File: src/rtl/alu_op_issue.sv
// ID->EX issue stage: decodes MIPS opcode/funct into an ALU op, selects and extends
// the operands, and holds them in a single valid/ready output register with flush.
module alu_op_issue #(
  parameter int WIDTH   = 32,
  parameter int REGADDR = 5
) (
  input  logic               clk,
  input  logic               rst,
  input  logic               in_valid,
  output logic               in_ready,
  input  logic [5:0]         opcode,
  input  logic [5:0]         funct,
  input  logic [WIDTH-1:0]   rs_val,
  input  logic [WIDTH-1:0]   rt_val,
  input  logic [15:0]        imm,
  input  logic [REGADDR-1:0] rt_addr,
  input  logic [REGADDR-1:0] rd_addr,
  input  logic               flush,
  output logic               out_valid,
  input  logic               out_ready,
  output logic [WIDTH-1:0]   alu_a,
  output logic [WIDTH-1:0]   alu_b,
  output logic [4:0]         alu_op,
  output logic [REGADDR-1:0] dst_addr,
  output logic               reg_write,
  output logic               illegal
);

  localparam logic [4:0] OP_ADD = 5'b00000;
  localparam logic [4:0] OP_SUB = 5'b00001;
  localparam logic [4:0] OP_NOR = 5'b00100;
  localparam logic [4:0] OP_AND = 5'b00101;
  localparam logic [4:0] OP_OR  = 5'b00110;

  logic [WIDTH-1:0]   w_sext;
  logic [WIDTH-1:0]   w_zext;
  logic [WIDTH-1:0]   w_b;
  logic [4:0]         w_op;
  logic [REGADDR-1:0] w_dst;
  logic               w_wr;
  logic               w_ill;
  logic               w_accept;

  logic               r_valid;
  logic [WIDTH-1:0]   r_a;
  logic [WIDTH-1:0]   r_b;
  logic [4:0]         r_op;
  logic [REGADDR-1:0] r_dst;
  logic               r_wr;
  logic               r_ill;

  assign w_sext = {{(WIDTH-16){imm[15]}}, imm};
  assign w_zext = {{(WIDTH-16){1'b0}}, imm};

  // Defaults describe the illegal/no-writeback case, so dst stays 0 unless a write is decoded.
  always_comb begin
    w_op  = OP_ADD;
    w_b   = rt_val;
    w_dst = '0;
    w_wr  = 1'b0;
    w_ill = 1'b0;
    case (opcode)
      6'b000000: begin
        w_wr  = 1'b1;
        w_dst = rd_addr;
        case (funct)
          6'b100000, 6'b100001: w_op = OP_ADD;
          6'b100010, 6'b100011: w_op = OP_SUB;
          6'b100100:            w_op = OP_AND;
          6'b100101:            w_op = OP_OR;
          6'b100111:            w_op = OP_NOR;
          default: begin
            w_op  = OP_ADD;
            w_wr  = 1'b0;
            w_dst = '0;
            w_ill = 1'b1;
          end
        endcase
      end
      6'b001000: begin w_op = OP_ADD; w_b = w_sext; w_dst = rt_addr; w_wr = 1'b1; end
      6'b001100: begin w_op = OP_AND; w_b = w_zext; w_dst = rt_addr; w_wr = 1'b1; end
      6'b001101: begin w_op = OP_OR;  w_b = w_zext; w_dst = rt_addr; w_wr = 1'b1; end
      6'b100011: begin w_op = OP_ADD; w_b = w_sext; w_dst = rt_addr; w_wr = 1'b1; end
      6'b101011: begin w_op = OP_ADD; w_b = w_sext; end
      6'b000100: begin w_op = OP_SUB; w_b = rt_val; end
      default:   w_ill = 1'b1;
    endcase
  end

  assign in_ready = !r_valid || out_ready;
  assign w_accept = in_valid && in_ready;

  // Output register; flush beats accept and clears only valid and the trap flag.
  always_ff @(posedge clk or posedge rst) begin
    if (rst) begin
      r_valid <= 1'b0;
      r_a     <= '0;
      r_b     <= '0;
      r_op    <= OP_ADD;
      r_dst   <= '0;
      r_wr    <= 1'b0;
      r_ill   <= 1'b0;
    end else if (flush) begin
      r_valid <= 1'b0;
      r_ill   <= 1'b0;
    end else if (w_accept) begin
      r_valid <= 1'b1;
      r_a     <= rs_val;
      r_b     <= w_b;
      r_op    <= w_op;
      r_dst   <= w_dst;
      r_wr    <= w_wr;
      r_ill   <= w_ill;
    end else if (r_valid && out_ready) begin
      r_valid <= 1'b0;
    end
  end

  assign out_valid = r_valid;
  assign alu_a     = r_a;
  assign alu_b     = r_b;
  assign alu_op    = r_op;
  assign dst_addr  = r_dst;
  assign reg_write = r_wr;
  assign illegal   = r_ill;

endmodule

File: config.mk
export PLATFORM = sky130hd
export DESIGN_NAME = alu_op_issue
export DESIGN_NICKNAME = d
export VERILOG_FILES = /design/src/rtl/alu_op_issue.sv
export SDC_FILE = /design/constraint.sdc
export NUM_CORES = 1
export LEC_CHECK = 0
export CAP_MARGIN = 0
export CORE_MARGIN = 2
export CORE_UTILIZATION = 40
export CTS_BUF_LIST = sky130_fd_sc_hd__clkbuf_8
export CTS_CLUSTER_DIAMETER = 120
export CTS_CLUSTER_SIZE = 28
export DETAILED_ROUTE_END_ITERATION = 12
export PLACE_DENSITY = 0.91
export SYNTH_ARGS = -nofsm -noshare
export SYNTH_HDL_FRONTEND = slang
export SYNTH_SLANG_ARGS = --single-unit
File: constraint.sdc
create_clock -name clk -period 2.81 [get_ports clk]
set_clock_uncertainty 0.1 [all_clocks]
set_input_delay 0.281 -clock clk [delete_from_list [all_inputs] [get_ports clk]]
set_output_delay 0.281 -clock clk [all_outputs]
set_load 0.01 [all_outputs]
# ---- After elaboration in Yosys (flattened, before gate mapping)
# Index checks and enable logic that the tools add are counted.
dict set report op_classes {
  n_eq_ne 13
  n_mux 14
  bitwise 1
  n_reduce_logical 14
}
# operator count
set op_table {}
lappend op_table {{32-bit case mux with 2 select lines} 1}
lappend op_table {{6-bit equality test, second input constant} 9}
lappend op_table {{3-bit case mux with 4 select lines} 2}
lappend op_table {{6-bit by 4-bit equality test with 1-bit output, second input constant} 3}
lappend op_table {{5-bit case mux with 2 select lines} 1}
lappend op_table {{1-bit 2-to-1 mux} 7}
lappend op_table {{7-bit OR reduction} 1}
lappend op_table {{6-bit by 3-bit equality test with 1-bit output, second input constant} 1}
lappend op_table {{6-bit logical NOT} 1}
lappend op_table {{6-bit OR reduction} 1}
lappend op_table {{5-bit 2-to-1 mux} 1}
lappend op_table {{1-bit case mux with 2 select lines} 2}
lappend op_table {{2-bit OR reduction} 2}
lappend op_table {{4-bit OR reduction} 1}
lappend op_table {{3-bit nonzero test} 1}
lappend op_table {{3-bit OR reduction} 1}
lappend op_table {{1-bit logical AND} 2}
lappend op_table {{2-bit AND reduction} 1}
lappend op_table {{2-bit nonzero test} 1}
lappend op_table {{1-bit logical NOT} 1}
lappend op_table {{1-bit logical OR} 1}
lappend op_table {{1-bit inverter} 1}
dict set report totals {
  register_bits 77
  in_bits 107
  word_cells 49
}

# ---- Logic depth before layout (Yosys ltp)
dict set report logic_depth {
  depth_word 6
  ltp_mapped 6
  ltp_nobuf 4
}

# ---- Worst setup path after synthesis
# OpenSTA, ideal clock, no wires.
dict set report synth_path {
  kind {reg-to-reg}
  startpoint {register r_valid, in the netlist out_valid}
  endpoint {register r_dst[1], in the netlist dst_addr[1]}
  setup_time_ps 126
  arrival_ps 1516
  t_required_ps 2584
  slack_ps 1068
  path_stages_with_launch 6
  path_buffers 1
  path_cell_list {dfrtp_1 -> nor2b_1 -> or3_1 -> clkbuf_1 -> and2_1 -> a221o_1}
}
dict set report synth_between {
  elab_chain_len 4
}
# item line_no
set synth_lines {}
lappend synth_lines {{from (decl)} 44} ;# logic r_valid;
lappend synth_lines {{from (signal assigned)} 96} ;# r_valid <= 1'b0;
lappend synth_lines {{from (signal assigned)} 104} ;# r_valid <= 1'b0;
lappend synth_lines {{from (signal assigned)} 107} ;# r_valid <= 1'b1;
lappend synth_lines {{1-bit logical NOT} 90} ;# assign in_ready = !r_valid || out_ready;
lappend synth_lines {{1-bit logical OR} 90}
lappend synth_lines {{1-bit logical AND} 91} ;# assign w_accept = in_valid && in_ready;
lappend synth_lines {{2-bit AND reduction (no line)} --}
lappend synth_lines {{to (signal assigned)} 111} ;# r_dst <= w_dst;
lappend synth_lines {{to (decl)} 48} ;# logic [REGADDR-1:0] r_dst;
# No other way between the ends.
# A chain may end at the register's enable or synchronous reset.

# ---- Worst setup path in the final report
dict set report layout_path {
  startpoint {register r_valid, in the netlist out_valid}
  endpoint {register r_op[0], in the netlist alu_op[0]}
}
dict set report layout_between {
  elab_chain_len 4
}
# item line_no
set layout_lines {}
lappend layout_lines {{1-bit logical NOT} 90}
lappend layout_lines {{1-bit logical OR} 90}
lappend layout_lines {{1-bit logical AND} 91}
lappend layout_lines {{2-bit AND reduction (no line)} --}
lappend layout_lines {{to (signal assigned)} 110} ;# r_op <= w_op;
lappend layout_lines {{to (decl)} 47} ;# logic [4:0] r_op;
# No other way between the ends.

==> results.py <==
metrics = {
    "setup_path": {
        "slowest_stage": "or3_2",
        "crit_arrival_ps": 2170,
        "cp-start-kind": "flip-flop",
        "cp_max_fo": 30,
        "end_kind": "flip-flop",
        "cpPeakStageDelay_ps": 690,
        "cp_cell_sequence": "nor2b_1 -> or3_2 -> buf_4 -> o31ai_1",
        "path_class": "reg -> reg",
        "cp.required_ps": 2940,
    },
    "sta": {
        "maxSlewViolCount": 0,
        "slew_headroom_pct": 61.1,
        "setup_viol": 0,
        "rsz0062_at_grt": "no",
        "final-hold-violation-count": 0,
        "setup_tns_ps": 0,
        "fin_crit_sh_pct": 72.8,
        "max_freq_ghz": 0.489,
        "tightest_slew_ps": 582,
        "setup_ws_ps": 764,
        "period_minus_slack_ps": 2050,
    },
    "final_layout": {
        "final_cell_area_sq_um": 5500,
        "final_common_cell": "clkdlybuf4s50_1",
        "syn_to_final_growth_pct": 64.4,
        "layout_common_cells": "clkdlybuf4s50_1, nand2_1, dfrtp_1",
        "drive_above_1_share_pct": 6.64,
        "num_antenna_cells": 0,
        "fin_nets": 660,
        "fillerInstances": 667,
    },
    "die": {
        "rows": 33,
        "die_area_sq_um": 9110,
        "initial_utilization_pct": 40.9,
        "io_pins": 185,
        "die_x_um": 95.5,
        "core_area_sq_um": 8180,
        "die_h_um": 95.5,
    },
    "logic_synthesis": {
        "synthCells": 373,
        "synth_top_family_by_area": "simple AND/OR/NAND/NOR gates",
        "synthesis.area_sq_um": 3350,
        "synth_fa_ha_area_share_pct": 0,
        "muxShareOfSynthArea_pct": 0.636,
        "ys_seq_area_share_pct": 56.1,
        "ys_ff_latch": 75,
        "ys_warn_count": 0,
        "synth-simple-area-share_pct": 22.4,
        "yosysUniqueCellTypes": 38,
        "synth_compound_area_share_pct": 16.6,
        "avgSynthCellArea_sq_um": 8.97,
        "synth-xor-area-share_pct": 0,
    },
    "cts": {
        "cts_resized": 0,
        "cts_post_setup_buffers_inserted": 0,
        "cts.htree.levels": 3,
        "cts_sinks": 75,
        "hold_buffers": 0,
        "clk_latency_ps": 330,
        "root_buffer": "clkbuf_8",
        "clock_path_buffers": 2,
        "clkTransAtPathRegs_ps": 80,
        "cts_made_buffers": 9,
        "cts_tree": "yes",
    },
    "place": {
        "place_congestion": 0.761,
        "place_area_sq_um": 5300,
        "dpl.hpwl_um": 7770,
        "port_buffers": 182,
        "post-place-ws_ps": 422,
    },
    "global_route": {
        "grt_pass1_vias": 3407,
        "grt_max_degree": 44,
        "grt_pass1_wl_um": 15800,
        "grtUsageTotal_pct": 22.7,
        "overflow": 0,
        "antenna_found_initial": 0,
    },
    "detailed_routing": {
        "drtIter0Drc": 125,
        "vias_per_cell": 5.15,
        "detail-route-antenna-nets": 0,
        "vias": 3411,
        "dr.pass1.iters": 4,
        "post_drt_wl_per_cell_um": 15.6,
        "drc": 0,
        "routed_wl_um": 10300,
    },
    "status": {
        "outcome": "complete, no violations",
    },
    "hold_path": {
        "hold_path_class": "in -> async",
    },
    "power": {
        "peakVddDrop_mv": 0.328,
        "p_leak_nw": 2.36,
        "power.density_nw_per_um2": 542,
        "p_total_mw": 2.98,
    },
    "run": {
        "max-cap-violations": 0,
    },
}
[critical path, delay by kind of cell (launching register included)]
family          cells  cell delay, ps
compound gates      1             270
buf+inv             1             320
simple gates        2             860
flops               1             380
[registers in the layout, indices dropped and copies added (netlist names)]
register and count:
alu_op 3, reg_write 1, out_valid 1, illegal 1, dst_addr 5, alu_a 32
alu_b 32
[metrics by stage]
stage / std cells / hold WS, ps / utilization (%)
4_1_cts: 662 / 258 / 67.3
6_report: 662 / 239 / 67.3
2_1_floorplan: 374 / 244 / -
5_1_grt: 662 / 268 / 67.3
3_3_place_gp: 647 / 358 / 64.8
3_5_place_dp: 647 / 362 / 64.8
[synthesized netlist by cell type]
cell type  instances  share of area (%)
a32oi_1            1               0.26
buf_1              3               0.34
nor3_1             2               0.30
mux2_2             1               0.34
conb_1             1               0.11
nand4_1            2               0.37
or2_2              1               0.19
and2_1             3               0.56
nor2b_1            3               0.56
clkbuf_2           1               0.15
nand2b_1           2               0.37
mux2i_1            1               0.30
clkbuf_1          18                2.0
nor2_1            23                2.6
or4b_1             1               0.30
a31oi_1            2               0.37
o21ai_0           19                2.8
and4b_1            1               0.30
a21oi_1           19                2.8
inv_1              5               0.56
o31ai_1            1               0.22
a221o_1            5                1.5
or2b_1             2               0.45
a21oi_2            2               0.52
or3_1              1               0.19
nand2_1          130                 15
buf_6              1               0.34
o211ai_1          32                7.2
nor4b_1            1               0.26
and2_0             2               0.37
buf_4              2               0.45
buf_2              2               0.30
dfrtp_1           75                 56
a211oi_2           1               0.37
nor3b_2            1               0.37
a311oi_1           1               0.26
o2111ai_1          1               0.26
nand3_1            4               0.60
[power breakdown]
part / leakage, nW / internal [mW] / switching [mW]
logic: 1.34 / 0.485 / 0.349
clock network: 0.0974 / 0.452 / 0.379
registers: 0.918 / 1.23 / 0.0860
total: 2.36 / 2.17 / 0.814
[final timing paths]
kind / startpoint / end / slack (ps) / cells past startpoint
max: out_valid / alu_op[0] / 760 / 4
min: rst / alu_a[2] / 240 / 2
max reg2reg: out_valid / alu_op[0] / 760 / 4
min reg2reg: alu_a[6] / alu_a[6] / 380 / 2
max in group asynchronous: rst / alu_a[22] / 1740 / 3
min in group clk: rs_val[5] / alu_a[5] / 370 / 3
[cell families after synthesis]
logic type / Yosys count
simple gates: 179
compound gates: 84
flops: 75
buf+inv: 32
mux: 2
other cells: 1
[routing by layer]
metal | vias to the layer above | track usage [%] | share of wire [%]
met3 | 20 | 6.72 | 8.2
met4 | 0 | 8.45 | 2.3
met5 | - | 0 | 0
met1 | 1626 | 25.7 | 38
met2 | 150 | 40.4 | 51
li1 | 1615 | - | -
[area by class of cell]
class / count / area, sq um / share of cell area, %
Inverter: 5 / 20.0 / 0.364
Sequential cell: 75 / 1880 / 34.1
Multi-Input combinational cell: 267 / 1340 / 24.4
Timing Repair Buffer: 195 / 1930 / 35.1
Clock inverter: 4 / 50.0 / 0.910
Clock buffer: 11 / 151 / 2.75
Tap cell: 105 / 131 / 2.39
Power figures use the tool's default switching activity.
